`config.mk`:
```
export PLATFORM = sky130hd
export DESIGN_NAME = serial_pattern_detector
export DESIGN_NICKNAME = d
export VERILOG_FILES = /design/src/rtl/serial_pattern_detector.sv
export SDC_FILE = /design/constraint.sdc
export NUM_CORES = 1
export LEC_CHECK = 0
export ABC_AREA = 1
export ABC_CLOCK_PERIOD_IN_PS = 1800
export BUFFER_PORTS_ARGS = -buffer_cell sky130_fd_sc_hd__buf_2
export CAP_MARGIN = 20
export CORE_MARGIN = 5
export CORE_UTILIZATION = 45
export CTS_CLUSTER_DIAMETER = 150
export CTS_CLUSTER_SIZE = 24
export DETAILED_ROUTE_END_ITERATION = 10
export PLACE_DENSITY = 0.69
export SLEW_MARGIN = 10
export SYNTH_ARGS = -nofsm -noshare
export SYNTH_HDL_FRONTEND = slang
export SYNTH_SLANG_ARGS = --single-unit
export TNS_END_PERCENT = 30
```
`constraint.sdc`:
```
create_clock -name clock -period 1.8 [get_ports clock]
set_input_delay 0.36 -clock clock [delete_from_list [all_inputs] [get_ports clock]]
set_output_delay 0.36 -clock clock [all_outputs]
set_load 0.01 [all_outputs]
```
`src/rtl/serial_pattern_detector.sv`:
```
// Serial detector for a run-time programmable N-bit pattern with overlap control,
// sample-enable qualification and a saturating hit counter.
module serial_pattern_detector #(
  parameter int N      = 3,
  parameter int CNT_W  = 8,
  parameter int FILL_W = $clog2(N + 1)
) (
  input  logic             clock,
  input  logic             reset,
  input  logic             en,
  input  logic             in,
  input  logic [N-1:0]     pattern,
  input  logic             overlap,
  input  logic             clr_cnt,
  output logic             out,
  output logic             armed,
  output logic [CNT_W-1:0] hit_count
);

  typedef enum logic {FILL, ARMED} state_t;

  localparam logic [FILL_W-1:0] FULL = FILL_W'(N);

  logic [N-1:0]      sr_q, sr_d, win;
  logic [FILL_W-1:0] fill_q, fill_d, fill_sat;
  state_t            state_q, state_d;
  logic              out_q, out_d, hit;
  logic [CNT_W-1:0]  cnt_q, cnt_d;

  always_comb begin
    win      = {sr_q[N-2:0], in};
    fill_sat = (fill_q == FULL) ? FULL : fill_q + 1'b1;
    // A match is only eligible once N real samples are in the window.
    hit      = en && (fill_sat == FULL) && (win == pattern);
    sr_d     = en ? win : sr_q;
    fill_d   = fill_q;
    if (en) begin
      fill_d = (hit && !overlap) ? '0 : fill_sat;
    end
    state_d  = (fill_d == FULL) ? ARMED : FILL;
    out_d    = hit;
    cnt_d    = cnt_q;
    if (clr_cnt) begin
      cnt_d = '0;
    end else if (hit && (cnt_q != '1)) begin
      cnt_d = cnt_q + 1'b1;
    end
  end

  always_ff @(posedge clock) begin
    if (reset) begin
      sr_q    <= '0;
      fill_q  <= '0;
      state_q <= FILL;
      out_q   <= 1'b0;
      cnt_q   <= '0;
    end else begin
      sr_q    <= sr_d;
      fill_q  <= fill_d;
      state_q <= state_d;
      out_q   <= out_d;
      cnt_q   <= cnt_d;
    end
  end

  assign out       = out_q;
  assign armed     = (state_q == ARMED);
  assign hit_count = cnt_q;

endmodule
```
Word-level counts from Yosys, hierarchy flattened
Index checks and enable logic that the tools add are counted.

Flip-flop bits (word level): 14. Input bits: 9. Output and inout port bits: 10. Logic and storage cells: 22.

Add/sub/neg operators: 2. Equality and inequality tests: 5. Mux-type cells: 4. Reductions and logical operators: 6.

Operators with widths (count): 8-bit by 1-bit adder with 8-bit output, second input constant (1); 8-bit != test, second input constant (1); 2-bit equality test, second input constant (3); 2-bit 2-to-1 mux (3); 1-bit logical AND (4); 3-bit equality test (1); 2-bit by 1-bit adder with 2-bit output, second input constant (1); 2-bit OR reduction (1); 1-bit zero test (1); 1-bit 2-to-1 mux (1).

Longest topological paths before layout
Gate-level depths: netlist (run 1).

Depth in word-level cells: 10. Gate-level depth with buffers: 8. Gate-level depth less buffers: 8.

Least setup slack after synthesis (run 1)
OpenSTA, ideal clock, no wires.

Path type: register to register. Start: register cnt_q[1] (netlist: hit_count[1]). End: register cnt_q[6] (netlist: hit_count[6]). Setup time: 70 ps. Arrival time: 1211 ps. Data required time: 1730 ps. Path slack: 519 ps. Stages on the path, launching flop included: 8. Path buffers: 0. Period minus slack after synthesis: 1281 ps. Path through: dfxtp_1 ha_1 nand2_2 nor2_2 nand2_1 nand3_2 nand2_1 a21oi_1.

Cells in the longest elaborated chain, start to end: 2. Elaborated cells between the ends (all ways): 3. Those cells by class: 1 x add/sub; 1 x eq/ne; 1 x reduce/logical.

RTL lines: start: declaration (RTL line 28) `logic [CNT_W-1:0] cnt_q, cnt_d;`; start signal: assignment (RTL line 62) `cnt_q <= cnt_d;`; branches (longest 2 deep; another with 8-bit by 1-bit adder with 8-bit output).

Parallel ways; which one is timed is not known. A chain may end at the register's enable or synchronous reset.

Worst setup path after layout (run 1)
Start: register cnt_q[1] (netlist: hit_count[1]). End: register cnt_q[1] (netlist: hit_count[1]).

Same word-level chain as after synthesis.

==> flow_summary.json, run 1 <==
{
  "rsz0062_at_grt": "false",
  "hp-class": "input port to flop",
  "first_pass_iters": 4,
  "routedWlPerCell_um": 10.01,
  "outcome": "finished clean",
  "yosysWarnings": 0,
  "dieArea_mm2": 0.002733,
  "post_cts_buffers": 0,
  "synthAdderAreaFrac_pct": 1.555,
  "gr-total-overflow": 0,
  "clk_pin_slew_worst_paths_ns": 0.08,
  "layout_commonest_cell": "nand2_1",
  "hold_violations": 0,
  "setup_tns_ns": 0,
  "end_kind": "flop",
  "synth-simple-area-share_pct": 42.61,
  "cts_tree": "done",
  "via_per_inst": 4.747,
  "dp_hpwl_um": 1352,
  "syn_area_um2": 804.5,
  "synth-compound-area-share_pct": 10.42,
  "dieHeight_um": 52.28,
  "path_max_fanout": 8,
  "routed_wl_um": 1702,
  "dp.cells": 166,
  "numCtsBuffers": 3,
  "coreArea_mm2": 0.001708,
  "row_count": 15,
  "die_w_um": 52.28,
  "cts_sinks": 14,
  "ios": 19,
  "ctsHoldBuffers": 0,
  "synth-seq-cells": 14,
  "final_cell_mix": "40 x nand2_1, 18 x inv_1, 18 x buf_2, 14 x dfxtp_1",
  "grt_pass1_vias": 745,
  "arrival_ns": 1.63,
  "start_util_pct": 47.11,
  "period_minus_slack_ns": 1.423,
  "synthMuxAreaShare_pct": 0,
  "synth_top_family_by_area": "simple AND/OR/NAND/NOR gates",
  "clock_latency_ns": 0.29,
  "fmax_ghz": 0.7026,
  "start_kind": "flop",
  "area_growth_pct": 19.60,
  "tightest_slew_ns": 0.2481,
  "grt_pass1_wl_um": 2953,
  "gp_congestion": 0.7952,
  "min_period_over_period_pct": 79.07,
  "vias": 807,
  "fin_cells": 170,
  "relSlewSlack_pct": 83.44,
  "postSynthAreaPerCell_um2": 6.541,
  "cap_violations": 0,
  "antenna_found_initial": 0,
  "drt_iter0_markers": 24,
  "finalClockSkew_ns": 0.01275,
  "ant_nets": 0,
  "grt_max_degree": 9,
  "cts.htree.levels": 1,
  "p_per_area_mw_per_mm2": 639.7,
  "final_max_slew_viol_count": 0,
  "remaining_drc_errors": 0,
  "p_total_w": 0.0006155,
  "nets": 156,
  "syn_nets": 133,
  "power.leakage_nw": 0.4652,
  "root_buffer": "clkbuf_4",
  "setup_viol": 0,
  "track_usage_pct": 14.70,
  "synth_cell_types": 18,
  "synth_cells": 123,
  "ys_seq_area_share_pct": 34.84,
  "synth-xor-area-share_pct": 2.177,
  "io_buffers": 18,
  "irDropWorstVdd_v": 0.0004552,
  "crit_required_ns": 2.01,
  "num_antenna_cells": 0,
  "crit_type": "flop to flop",
  "cts_buffer_depth": 2,
  "post_cts_resized": 0,
  "drive_gt1_share_pct": 20.69
}
layout make-up:
cell class / count / area [um^2]
clock buffer: 4 / 36.28
fill: 172 / 745.7
inverter: 18 / 67.56
multi-input combinational: 91 / 456.7
sequential: 14 / 280.3
tap: 25 / 31.28
timing repair buffer: 18 / 90.09
path summary, 6_finish.rpt:
| path | startpoint | to | slack (ns) | cells past startpoint |
|---|---|---|---|---|
| hold reg to reg | sr_q[0] | sr_q[1] | 0.49 | 2 |
| setup / recovery | hit_count[1] | hit_count[1] | 0.38 | 7 |
| hold / removal | reset | out | 0.28 | 2 |
| setup reg to reg | hit_count[1] | hit_count[1] | 0.38 | 7 |
worst max-delay path, stage by stage (launching register included):
cell and delay [ns]:
dfxtp_1 0.41, ha_1 0.23, nand2_2 0.10, nor2_2 0.12, nand2_1 0.12, nand3_2 0.17
nand2_1 0.07, a21oi_1 0.14
sequential cells by signal, summed over array words and instances (netlist names):
signal and count:
out 1, sr_q 2, hit_count 8, armed 1, fill_q 2
Yosys cell counts, drive strengths merged:
cell     n  area, um^2
nor2    12       63.82
ha       1       12.51
inv     18       67.56
a21oi   11       58.81
dfxtp   14       280.3
xor2     2       17.52
nand3b   2       15.01
nand4    2       12.51
o21ai    5       25.02
nor3     1       5.000
nand2   43       168.9
nand3   12       77.58
power breakdown:
group | switching, W | internal, W
clock | 0.000110 | 0.000123
sequential | 0.00000452 | 0.000317
combinational | 0.0000385 | 0.0000221
total | 0.000153 | 0.000463
stage by stage:
| stage | cell area [um^2] | hold WS (ns) | setup slack [ns] | utilization [%] |
|---|---|---|---|---|
| after CTS | 962.2 | 0.2787 | 0.3868 | 56.34 |
| after detailed placement | 925.9 | 0.4849 | 0.4158 | 54.21 |
| after global placement | 925.9 | 0.4718 | 0.4422 | 54.21 |
| after global routing | 962.2 | 0.2837 | 0.2156 | 56.34 |
| final | 962.2 | 0.2806 | 0.3767 | 56.34 |
| after floorplan | 804.5 | 0.4393 | 0.5188 | - |
metal layers:
metal  up-vias  part of all wire, %  global-route usage, %
met5         -                    0                      0
met3         4                  3.9                  3.419
met4         0                  1.5                  8.085
met1       348                   45                  17.57
li1        433                    -                      -
met2        22                   49                  23.97
kinds of logic (layout without fill, tap and decap cells):
group | count (synthesis) | count (layout)
AND/OR/NAND/NOR | 72 | 72
AO/OA/AOI/OAI | 16 | 16
buffers and inverters | 18 | 40
XOR/XNOR | 2 | 2
flip-flops | 14 | 14
adder cells (fa/ha/maj) | 1 | 1
Note: power is estimated with default switching activity, not from simulation.
==> inputs of run 2 (changes only) <==
--- a/config.mk
+++ b/config.mk
@@ -6,7 +6,7 @@
 export NUM_CORES = 1
 export LEC_CHECK = 0
 export ABC_AREA = 1
-export ABC_CLOCK_PERIOD_IN_PS = 1800
+export ABC_CLOCK_PERIOD_IN_PS = 1400
 export BUFFER_PORTS_ARGS = -buffer_cell sky130_fd_sc_hd__buf_2
 export CAP_MARGIN = 20
 export CORE_MARGIN = 5
==> constraint.sdc (replaced) <==
create_clock -name clock -period 1.4 [get_ports clock]
set_input_delay 0.28 -clock clock [delete_from_list [all_inputs] [get_ports clock]]
set_output_delay 0.28 -clock clock [all_outputs]
set_load 0.01 [all_outputs]
==> run 2 against run 1 <==
Against the previous run: highest routed layer unchanged; flip-flop and latch count unchanged; wire length up 6.0%; critical path type unchanged; clock skew down 0.0084 ns; utilization up 2.6 points; first-iteration DRC count down 33%; final cell count up 2.4%; hold slack worse by 0.076 ns; power up 26%; clock-buffer cell count unchanged; clock power up 22%; critical path depth down 1.
==> flow_summary.json, run 2 (synthesis gave the netlist of run 1 again) <==
{
  "outcome": "finished clean",
  "largest_reg_flops": 8,
  "clk_pin_slew_worst_paths_ns": 0.08,
  "crit_chain": "ha_2 -> nand2_2 -> inv_1 -> nand4_1 -> nand3_1 -> a21oi_1",
  "routedWlPerCell_um": 10.37,
  "start_kind": "flop",
  "power.leakage_nw": 0.4852,
  "gp_congestion": 0.7860,
  "routed_wl_um": 1804,
  "fill_cells": 168,
  "arrival_ns": 1.47,
  "min_to": "out",
  "r2r_end": "hit_count[5]",
  "hold_violations": 0,
  "coreArea_mm2": 0.001708,
  "area_growth_pct": 25.19,
  "remaining_drc_errors": 0,
  "finalClockSkew_ns": 0.004385,
  "cap_violations": 0,
  "end_kind": "flop",
  "whs_path_depth": 2,
  "gr-total-overflow": 0,
  "start_util_pct": 47.11,
  "cpPeakStageDelay_ns": 0.35,
  "drt_iter0_markers": 16,
  "rsz0062_at_grt": "false",
  "final_cell_mix": "39 x nand2_1, 18 x inv_1, 18 x buf_2, 14 x dfxtp_1",
  "r2r_start": "hit_count[1]",
  "dieHeight_um": 52.28,
  "die_w_um": 52.28,
  "path_max_fanout": 5,
  "hp-class": "input port to flop",
  "ant_nets": 0,
  "setup_tns_ns": 0,
  "vias": 841,
  "nets": 160,
  "numCtsBuffers": 3,
  "crit_required_ns": 1.56,
  "min_period_over_period_pct": 93.88,
  "setup_viol": 0,
  "rrSetupSlack_ns": 0.09,
  "irDropWorstVdd_v": 0.0004959,
  "ios": 19,
  "grt_pass1_vias": 769,
  "clock_latency_ns": 0.27,
  "io_buffers": 18,
  "first_pass_iters": 4,
  "post_cts_resized": 0,
  "final_max_slew_viol_count": 0,
  "grt_pass1_wl_um": 3160,
  "critPathTopFamily": "simple AND/OR/NAND/NOR gates",
  "cts_tree": "done",
  "via_per_inst": 4.833,
  "fin_ws_ns": 0.08568,
  "critPathBufInv": 1,
  "crit_type": "flop to flop",
  "dp_hpwl_um": 1462,
  "track_usage_pct": 15.22,
  "crit_slowest_cell": "dfxtp_1",
  "dp_slack_ns": 0.09768,
  "num_antenna_cells": 0,
  "cts_buffer_depth": 2,
  "cts_sinks": 14,
  "fmax_ghz": 0.7608,
  "min-delay-start": "reset",
  "antenna_found_initial": 0,
  "tightest_slew_ns": 0.2715,
  "fin_util_pct": 58.97,
  "root_buffer": "clkbuf_4",
  "grt_max_degree": 9,
  "rr_worst_depth": 6,
  "post_cts_buffers": 0,
  "relSlewSlack_pct": 81.71,
  "row_count": 15,
  "drive_gt1_share_pct": 24.83,
  "p_total_w": 0.0007784,
  "dieArea_mm2": 0.002733,
  "period_minus_slack_ns": 1.314,
  "layout_commonest_cell": "nand2_1",
  "ctsHoldBuffers": 0,
  "p_per_area_mw_per_mm2": 772.8,
  "cts.htree.levels": 1
}
==> run 2: changes by cell type in the layout (fill, tap and decap cells not counted), sizes merged <==
cell | previous run | this run
buf | 18 | 22
==> run 2: power breakdown <==
part,total (W),switching (W),internal (W)
Sequential,0.000415,0.00000668,0.000408
Combinational,0.0000800,0.0000513,0.0000287
Clock,0.000284,0.000126,0.000158
==> run 2: worst max-delay path by stage <==
stage / endpoint / cells past startpoint / start / slack, ns
6_report: hit_count[5] / 6 / hit_count[1] / 0.09
2_1_floorplan: hit_count[6] / 7 / hit_count[1] / 0.12
3_3_place_gp: hit_count[6] / 6 / hit_count[1] / 0.14
5_1_grt: hit_count[0] / 7 / hit_count[0] / 0.005
3_5_place_dp: hit_count[5] / 7 / hit_count[0] / 0.1
4_1_cts: hit_count[0] / 7 / hit_count[0] / 0.06
==> run 2: stage by stage <==
| step | std cells | hold slack [ns] | instance area, um^2 |
|---|---|---|---|
| after floorplan | 123 | 0.3593 | 804.5 |
| after global placement | 170 | 0.4724 | 955.9 |
| after detailed placement | 170 | 0.4836 | 955.9 |
| after CTS | 174 | 0.1972 | 992.2 |
| after global routing | 174 | 0.2094 | 1007 |
| final | 174 | 0.2042 | 1007 |
==> run 2: area by class of cell <==
type | instances | area, um^2 | area share, %
Clock buffer | 4 | 36.28 | 3.602
Inverter | 18 | 67.56 | 6.708
Multi-Input combinational cell | 91 | 471.7 | 46.83
Sequential cell | 14 | 280.3 | 27.83
Tap cell | 25 | 31.28 | 3.106
Timing Repair Buffer | 22 | 120.1 | 11.93
==> run 2: per-layer routing <==
metal / GRT usage, % / wire, um
met1: 17.50 / 750
met2: 26.45 / 954
met3: 4.558 / 82
met4: 5.106 / 17
met5: 0 / 0
